**src/rtl/axi2apb_bridge_core.sv**
```systemverilog
// AXI slave to APB3 master bridge: one AXI transaction in flight, each INCR beat becomes one APB transfer.
// Latency (PREADY high): write AW->BVALID 4 cycles, read AR->RVALID 3 cycles; one APB transfer per beat.
// Backpressure: W/R/B held until handshake, APB wait states unbounded; AW/AR ready only while idle.
module axi2apb_bridge_core #(
  parameter int ADDR_W = 32,
  parameter int DATA_W = 32,
  parameter int ID_W   = 5
) (
  input  logic                AXI_ACLK,
  input  logic                AXI_ARESET_N,
  input  logic [ID_W-1:0]     AXI_AWID,
  input  logic [ADDR_W-1:0]   AXI_AWADDR,
  input  logic [3:0]          AXI_AWLEN,
  input  logic                AXI_AWVALID,
  output logic                AXI_AWREADY,
  input  logic [DATA_W-1:0]   AXI_WDATA,
  input  logic [DATA_W/8-1:0] AXI_WSTRB,
  input  logic                AXI_WVALID,
  output logic                AXI_WREADY,
  output logic [ID_W-1:0]     AXI_BID,
  output logic [1:0]          AXI_BRESP,
  output logic                AXI_BVALID,
  input  logic                AXI_BREADY,
  input  logic [ID_W-1:0]     AXI_ARID,
  input  logic [ADDR_W-1:0]   AXI_ARADDR,
  input  logic [3:0]          AXI_ARLEN,
  input  logic                AXI_ARVALID,
  output logic                AXI_ARREADY,
  output logic [ID_W-1:0]     AXI_RID,
  output logic [DATA_W-1:0]   AXI_RDATA,
  output logic [1:0]          AXI_RRESP,
  output logic                AXI_RLAST,
  output logic                AXI_RVALID,
  input  logic                AXI_RREADY,
  output logic [ADDR_W-1:0]   PADDR,
  output logic                PWRITE,
  output logic                PSEL,
  output logic                PENABLE,
  output logic [DATA_W-1:0]   PWDATA,
  output logic [DATA_W/8-1:0] PSTRB,
  input  logic [DATA_W-1:0]   PRDATA,
  input  logic                PREADY,
  input  logic                PSLVERR
);

  localparam int STRB_W = DATA_W / 8;
  localparam logic [ADDR_W-1:0] ADDR_INC = ADDR_W'(DATA_W / 8);

  typedef enum logic [2:0] {
    IDLE, W_WAIT, W_SETUP, W_ACCESS, B_RESP, R_SETUP, R_ACCESS, R_DATA
  } state_t;

  state_t              state_q, state_d;
  logic [ID_W-1:0]     id_q, id_d;
  logic [ADDR_W-1:0]   addr_q, addr_d;
  logic [3:0]          len_q, len_d;
  logic [3:0]          cnt_q, cnt_d;
  logic                err_q, err_d;
  logic                prio_w_q, prio_w_d;   // 1: write wins a tie
  logic [DATA_W-1:0]   pwdata_q, pwdata_d;
  logic [STRB_W-1:0]   pstrb_q, pstrb_d;
  logic [DATA_W-1:0]   rdata_q, rdata_d;
  logic [1:0]          rresp_q, rresp_d;
  logic                rlast_q, rlast_d;
  logic                psel_q, psel_d;
  logic                penable_q, penable_d;
  logic                pwrite_q, pwrite_d;
  logic                bvalid_q, bvalid_d;
  logic [1:0]          bresp_q, bresp_d;
  logic                rvalid_q, rvalid_d;
  logic                grant_w, grant_r;

  // Round-robin arbitration between AW and AR, only offered while idle and out of reset
  always_comb begin
    grant_w = 1'b0;
    grant_r = 1'b0;
    if (AXI_ARESET_N && (state_q == IDLE)) begin
      grant_w = AXI_AWVALID && (!AXI_ARVALID || prio_w_q);
      grant_r = AXI_ARVALID && (!AXI_AWVALID || !prio_w_q);
    end
  end

  // Next-state and next-output computation for the bridge sequencer
  always_comb begin
    state_d  = state_q;
    id_d     = id_q;
    addr_d   = addr_q;
    len_d    = len_q;
    cnt_d    = cnt_q;
    err_d    = err_q;
    prio_w_d = prio_w_q;
    pwdata_d = pwdata_q;
    pstrb_d  = pstrb_q;
    rdata_d  = rdata_q;
    rresp_d  = rresp_q;
    rlast_d  = rlast_q;

    case (state_q)
      IDLE: begin
        if (grant_w) begin
          id_d    = AXI_AWID;
          addr_d  = AXI_AWADDR;
          len_d   = AXI_AWLEN;
          cnt_d   = 4'd0;
          err_d   = 1'b0;
          state_d = W_WAIT;
        end else if (grant_r) begin
          id_d    = AXI_ARID;
          addr_d  = AXI_ARADDR;
          len_d   = AXI_ARLEN;
          cnt_d   = 4'd0;
          err_d   = 1'b0;
          pstrb_d = '0;            // reads never drive strobes
          state_d = R_SETUP;
        end
      end
      W_WAIT: begin
        if (AXI_WVALID) begin
          pwdata_d = AXI_WDATA;
          pstrb_d  = AXI_WSTRB;
          state_d  = W_SETUP;
        end
      end
      W_SETUP: state_d = W_ACCESS;
      W_ACCESS: begin
        if (PREADY) begin
          err_d = err_q | PSLVERR;   // error is sticky across the burst
          if (cnt_q == len_q) begin
            state_d = B_RESP;
          end else begin
            cnt_d   = cnt_q + 4'd1;
            addr_d  = addr_q + ADDR_INC;
            state_d = W_WAIT;
          end
        end
      end
      B_RESP: begin
        if (AXI_BREADY) begin
          prio_w_d = 1'b0;
          state_d  = IDLE;
        end
      end
      R_SETUP: state_d = R_ACCESS;
      R_ACCESS: begin
        if (PREADY) begin
          rdata_d = PRDATA;
          rresp_d = PSLVERR ? 2'b10 : 2'b00;
          rlast_d = (cnt_q == len_q);
          state_d = R_DATA;
        end
      end
      R_DATA: begin
        if (AXI_RREADY) begin
          rlast_d = 1'b0;
          if (rlast_q) begin
            prio_w_d = 1'b1;
            state_d  = IDLE;
          end else begin
            cnt_d   = cnt_q + 4'd1;
            addr_d  = addr_q + ADDR_INC;
            state_d = R_SETUP;
          end
        end
      end
      default: state_d = IDLE;
    endcase

    // Registered outputs are decoded from the state being entered
    psel_d    = (state_d == W_SETUP) || (state_d == W_ACCESS) ||
                (state_d == R_SETUP) || (state_d == R_ACCESS);
    penable_d = (state_d == W_ACCESS) || (state_d == R_ACCESS);
    pwrite_d  = (state_d == W_SETUP) || (state_d == W_ACCESS);
    bvalid_d  = (state_d == B_RESP);
    bresp_d   = ((state_d == B_RESP) && err_d) ? 2'b10 : 2'b00;
    rvalid_d  = (state_d == R_DATA);
  end

  // State and output registers; reset aborts any transfer without a response
  always_ff @(posedge AXI_ACLK or negedge AXI_ARESET_N) begin
    if (!AXI_ARESET_N) begin
      state_q   <= IDLE;
      id_q      <= '0;
      addr_q    <= '0;
      len_q     <= '0;
      cnt_q     <= '0;
      err_q     <= 1'b0;
      prio_w_q  <= 1'b1;
      pwdata_q  <= '0;
      pstrb_q   <= '0;
      rdata_q   <= '0;
      rresp_q   <= '0;
      rlast_q   <= 1'b0;
      psel_q    <= 1'b0;
      penable_q <= 1'b0;
      pwrite_q  <= 1'b0;
      bvalid_q  <= 1'b0;
      bresp_q   <= '0;
      rvalid_q  <= 1'b0;
    end else begin
      state_q   <= state_d;
      id_q      <= id_d;
      addr_q    <= addr_d;
      len_q     <= len_d;
      cnt_q     <= cnt_d;
      err_q     <= err_d;
      prio_w_q  <= prio_w_d;
      pwdata_q  <= pwdata_d;
      pstrb_q   <= pstrb_d;
      rdata_q   <= rdata_d;
      rresp_q   <= rresp_d;
      rlast_q   <= rlast_d;
      psel_q    <= psel_d;
      penable_q <= penable_d;
      pwrite_q  <= pwrite_d;
      bvalid_q  <= bvalid_d;
      bresp_q   <= bresp_d;
      rvalid_q  <= rvalid_d;
    end
  end

  assign AXI_AWREADY = grant_w;
  assign AXI_ARREADY = grant_r;
  assign AXI_WREADY  = (state_q == W_WAIT);
  assign AXI_BID     = id_q;
  assign AXI_BRESP   = bresp_q;
  assign AXI_BVALID  = bvalid_q;
  assign AXI_RID     = id_q;
  assign AXI_RDATA   = rdata_q;
  assign AXI_RRESP   = rresp_q;
  assign AXI_RLAST   = rlast_q;
  assign AXI_RVALID  = rvalid_q;
  assign PADDR       = addr_q;
  assign PWRITE      = pwrite_q;
  assign PSEL        = psel_q;
  assign PENABLE     = penable_q;
  assign PWDATA      = pwdata_q;
  assign PSTRB       = pstrb_q;

endmodule

```
**config.mk**
```make
export PLATFORM = sky130hd
export DESIGN_NAME = axi2apb_bridge_core
export DESIGN_NICKNAME = d
export VERILOG_FILES = /design/src/rtl/axi2apb_bridge_core.sv
export SDC_FILE = /design/constraint.sdc
export NUM_CORES = 1
export LEC_CHECK = 0
export BUFFER_PORTS_ARGS = -buffer_cell sky130_fd_sc_hd__buf_4
export CAP_MARGIN = 40
export CORE_UTILIZATION = 51
export CTS_CLUSTER_SIZE = 40
export DETAILED_ROUTE_END_ITERATION = 8
export PLACE_DENSITY = 0.86
export SYNTH_ARGS = -nofsm -noshare
export SYNTH_HDL_FRONTEND = slang
export SYNTH_SLANG_ARGS = --single-unit
```
**constraint.sdc**
```tcl
create_clock -name AXI_ACLK -period 3.1 [get_ports AXI_ACLK]
set_clock_uncertainty 0.05 [all_clocks]
set_input_delay 0.62 -clock AXI_ACLK [delete_from_list [all_inputs] [get_ports AXI_ACLK]]
set_output_delay 0.62 -clock AXI_ACLK [all_outputs]
set_load 0.01 [all_outputs]
```
Word-level counts from Yosys, hierarchy flattened
Index checks and enable logic that the tools add are counted.

Add/subtract/negate cells: 2. Equal/unequal tests: 25. Muxes and demuxes: 46. Bitwise operators: 1. Reduce and logical (&&, ||, !) cells: 26.

Operator list (count): $mux W32 (6); $pmux W32 S3 (1); $mux W4 (10); $add A32 B3 Y32 const B (1); $mux W3 (9); $eq A3 B3 Y1 const B (8); $pmux W3 S8 (1); $ne A2 B2 Y1 const B (10); $eq A3 B2 Y1 const B (4); $pmux W4 S3 (1); $mux W1 (10); $mux W5 (2); $pmux W4 S2 (1); $reduce_and A4 Y1 (2); $reduce_bool A2 Y1 (4); $logic_or A1 B1 Y1 (6); $pmux W1 S2 (3); $reduce_and A2 Y1 (3); $reduce_and A6 Y1 (1); $add A4 B1 Y4 const B (1); $eq A4 B4 Y1 (1); $logic_and A1 B1 Y1 (4); $mux W2 (2); $eq A3 B1 Y1 const B (1); 6 further kinds (8).

Register bits after elaboration: 128. Output and inout bits: 123.

Depth between registers and ports, before layout
Depth after elaboration: 11. Gate-level depth with buffers: 8.

Worst setup path after synthesis
Ideal clock, no wire load.

Kind: input -> output. Start point: input port AXI_ARESET_N. End point: output port AXI_AWREADY. Data arrival time: 1417 ps. Data required time: 2430 ps. Slack: 1013 ps. Stages on the path: 4. Buffers on the path: 1. Cell sequence: nor4b_4 nand3_4 inv_2 buf_2.

Cells in the longest elaborated chain, start to end: 2.

RTL lines: from (decl) (line 10) `input logic AXI_ARESET_N,`; $logic_and A1 B1 Y1 (line 77) `if (AXI_ARESET_N && (state_q == IDLE)) begin`; $mux W1 (line 77); to (decl) (line 15) `output logic AXI_AWREADY,`.

Every way passes these cells.

Final worst setup path
Start point: register state_q[1]. End point: output port AXI_AWREADY.

Cells in the longest elaborated chain, start to end: 3.

RTL lines: from (decl) (line 53) `state_t state_q, state_d;`; from (signal assigned) (line 200) `state_q <= state_d;`; $logic_not A3 Y1 (line 77); $logic_and A1 B1 Y1 (line 77); $mux W1 (line 77).

Every way passes these cells.

==> out/metrics.cfg <==
[critical_path]
cp_max_fo=14
r2r_setup_slack_ns=0.60
max_stage_delay_ns=0.56
cp_cell_sequence=nor4b_4 > nand3_4 > inv_2 > buf_4
crit_buf_inv=2
required_ns=2.43
crit_path_end_kind=primary output
critical_path_class=reg -> out
cp-start-kind=flop
crit_family=simple AND/OR/NAND/NOR gates
cp_slowest_cell=dfrtp_1
arrival_ns=2.04

[timing]
worst_pin_slew_ns=0.8324
max_slew_margin_pct=44.51
min_period_over_period_pct=87.27
setup_viol=0
tns_ns=0
setup_ws_ns=0.3945
drv_slew=0
rsz0062_at_grt=false
hold_viol_final=0
fmax_ghz=0.3696
period_minus_slack_ns=2.705

[flow_run]
cap_violations=0

[synth]
ys_types=59
synth_flop_cell=dfrtp_1
syn_inst=597
yosys_warnings=0
syn_area_um2=6275
synth-edff-count=0
seq_area_frac_synth_pct=50.27
syn_avg_cell_area_um2=10.51
async_flop_share_pct=100.0
synth-seq-cells=126

[final_layout]
drive_above_1_share_pct=43.34
fin_util_pct=75.28
final_nets=1027
nFillCells=816
area_growth_pct=44.11
seqCellArea_um2=3154
design_area_um2=9042
multi_input_area_um2=2867
diodes=0
mostFrequentLayoutCell=buf_4
finalNonFillerCells=1026
final_cell_mix=buf_4 (291), dfrtp_1 (125), nand2_1 (74)

[floorplan]
die-width_um=112.9
dieArea_um2=12750
die_y_um=112.9
core-area_um2=12010
rows=40
io_pins=282
initial_core_util_pct=52.24

[routing]
first_pass_iters=5
avgRoutedWirePerCell_um=18.03
dr_wl_met3_mm=1.319
vias=5865
antenna_left=0
route.met2.wl_mm=9.593
drt-total-wl_mm=18.50
highest_layer=met4
wl_met1_mm=6.914
viasPerCell=5.716
drc=0
drtIter0Drc=620

[global_routing]
grt_pass1_wl_mm=29.23
grt_pass1_vias=5825
overflow=0
grt_usage_pct=29.58
grt_max_degree=67
antenna_found_initial=0

[placed_design]
placed_cell_area_um2=8447
gp_congestion=0.9400
io_buffers=279
dp_hpwl_mm=13.39
pre_cts_ws_ns=0.6200
dpl.cell_count=994

[power]
leakagePower_uw=0.004257
peakVddDrop_mv=0.6252
p_per_area_nw_per_um2=1042

[clocking]
cts_root_buffer=clkbuf_16
tritoncts.num_buffers=17
tritoncts=yes
clk_latency_ns=0.42
cts.sinks=126
htreeDepth=4
cts_buffer_depth=2
hold_buffers=0
post_cts_buffers=0
ctsResizeCount=0
clkTransAtPathRegs_ns=0.06

[status]
status=complete, no violations

[worst_hold_path]
hold_class=in -> async

worst register-to-register path: stages (launching register included):
cell,delay (ns)
dfrtp_1,0.66
and2_2,0.50
a32oi_2,0.22
o311ai_4,0.26
buf_4,0.39
nor2_1,0.10
o22a_1,0.21
synth_stat cells, types with 3 or more instances:
master | instances | area [um^2]
dfrtp_1 | 125 | 3128
nand2_1 | 74 | 277.8
mux2_2 | 44 | 495.5
a21oi_1 | 38 | 190.2
mux2_1 | 35 | 394.1
nor2_1 | 34 | 127.6
a31oi_1 | 25 | 156.4
nand3_1 | 19 | 95.09
buf_2 | 17 | 85.08
o21ai_0 | 16 | 80.08
o21ai_1 | 14 | 70.07
clkbuf_1 | 13 | 48.80
o22a_1 | 13 | 113.9
nand4_1 | 12 | 75.07
and3_1 | 10 | 62.56
buf_4 | 9 | 67.56
inv_1 | 8 | 30.03
o22ai_1 | 7 | 43.79
and2_1 | 5 | 31.28
a2bb2oi_1 | 4 | 35.03
and4_1 | 4 | 35.03
mux2i_1 | 4 | 40.04
nand2b_1 | 4 | 25.02
nor3_1 | 4 | 20.02
xnor2_1 | 4 | 35.03
a211oi_1 | 3 | 22.52
a32oi_1 | 3 | 26.28
nor2b_1 | 3 | 18.77
nor4_1 | 3 | 18.77
o31ai_1 | 3 | 22.52
or3_1 | 3 | 18.77
flip-flops by register name (all words and copies together) (netlist names), 3 cells and up:
signal	flops
AXI_RDATA	32
PWDATA	32
cnt_q	4
state_q	3
len_q	4
AXI_BID	5
PSTRB	4
PADDR	32
power breakdown:
| group | total, uW | switching (uW) | internal (uW) |
|---|---|---|---|
| Sequential | 3180 | 733 | 2450 |
| Combinational | 4250 | 2110 | 2140 |
| Clock | 1990 | 773 | 1220 |
metrics by stage:
step           hold slack, ns  total power (uW)
3_5_place_dp           0.4274              7406
6_report               0.1484              9422
5_1_grt                0.1729              9945
4_1_cts                0.1509              9447
3_3_place_gp           0.4191              7192
2_1_floorplan          0.2744              5469
cell families (layout without fill, tap and decap cells):
kind of cell               after synthesis  count (layout)  synth area share (%)
AOI/OAI and AO/OA                      143             143                 14.68
xor gates and xnor gates                 4               4                0.5583
adders and majority gates                2               2                0.3987
buffers and inverters                   53             334                 4.287
DFF                                    126             126                 50.27
muxes                                   83              83                 14.82
other                                    1               2               0.05976
and+or+nand+nor                        185             185                 14.94
layer usage:
layer	GRT usage [%]	vias up
met5	0	-
met4	15.61	0
met3	6.909	54
met2	50.95	305
met1	34.49	2785
li1	-	2721
cell type report:
type / count / share of cell area, %
Timing Repair Buffer: 292 / 24.38
Inverter: 10 / 0.4151
Clock buffer: 18 / 4.857
Multi-Input combinational cell: 419 / 31.70
Tap cell: 147 / 2.034
Sequential cell: 126 / 34.88
Clock inverter: 14 / 1.730
path summary, 6_finish.rpt:
check / from / to / cells past startpoint
setup / recovery: state_q[1] / AXI_AWREADY / 4
hold / removal: AXI_ARESET_N / PADDR[14] / 2
setup reg to reg: state_q[1] / PADDR[4] / 6
hold reg to reg: PWDATA[0] / PWDATA[0] / 1
max in group asynchronous: AXI_ARESET_N / AXI_RDATA[13] / 3
min in group AXI_ACLK: AXI_WDATA[20] / PWDATA[20] / 2
No activity file was read; power rests on OpenSTA's default activity.
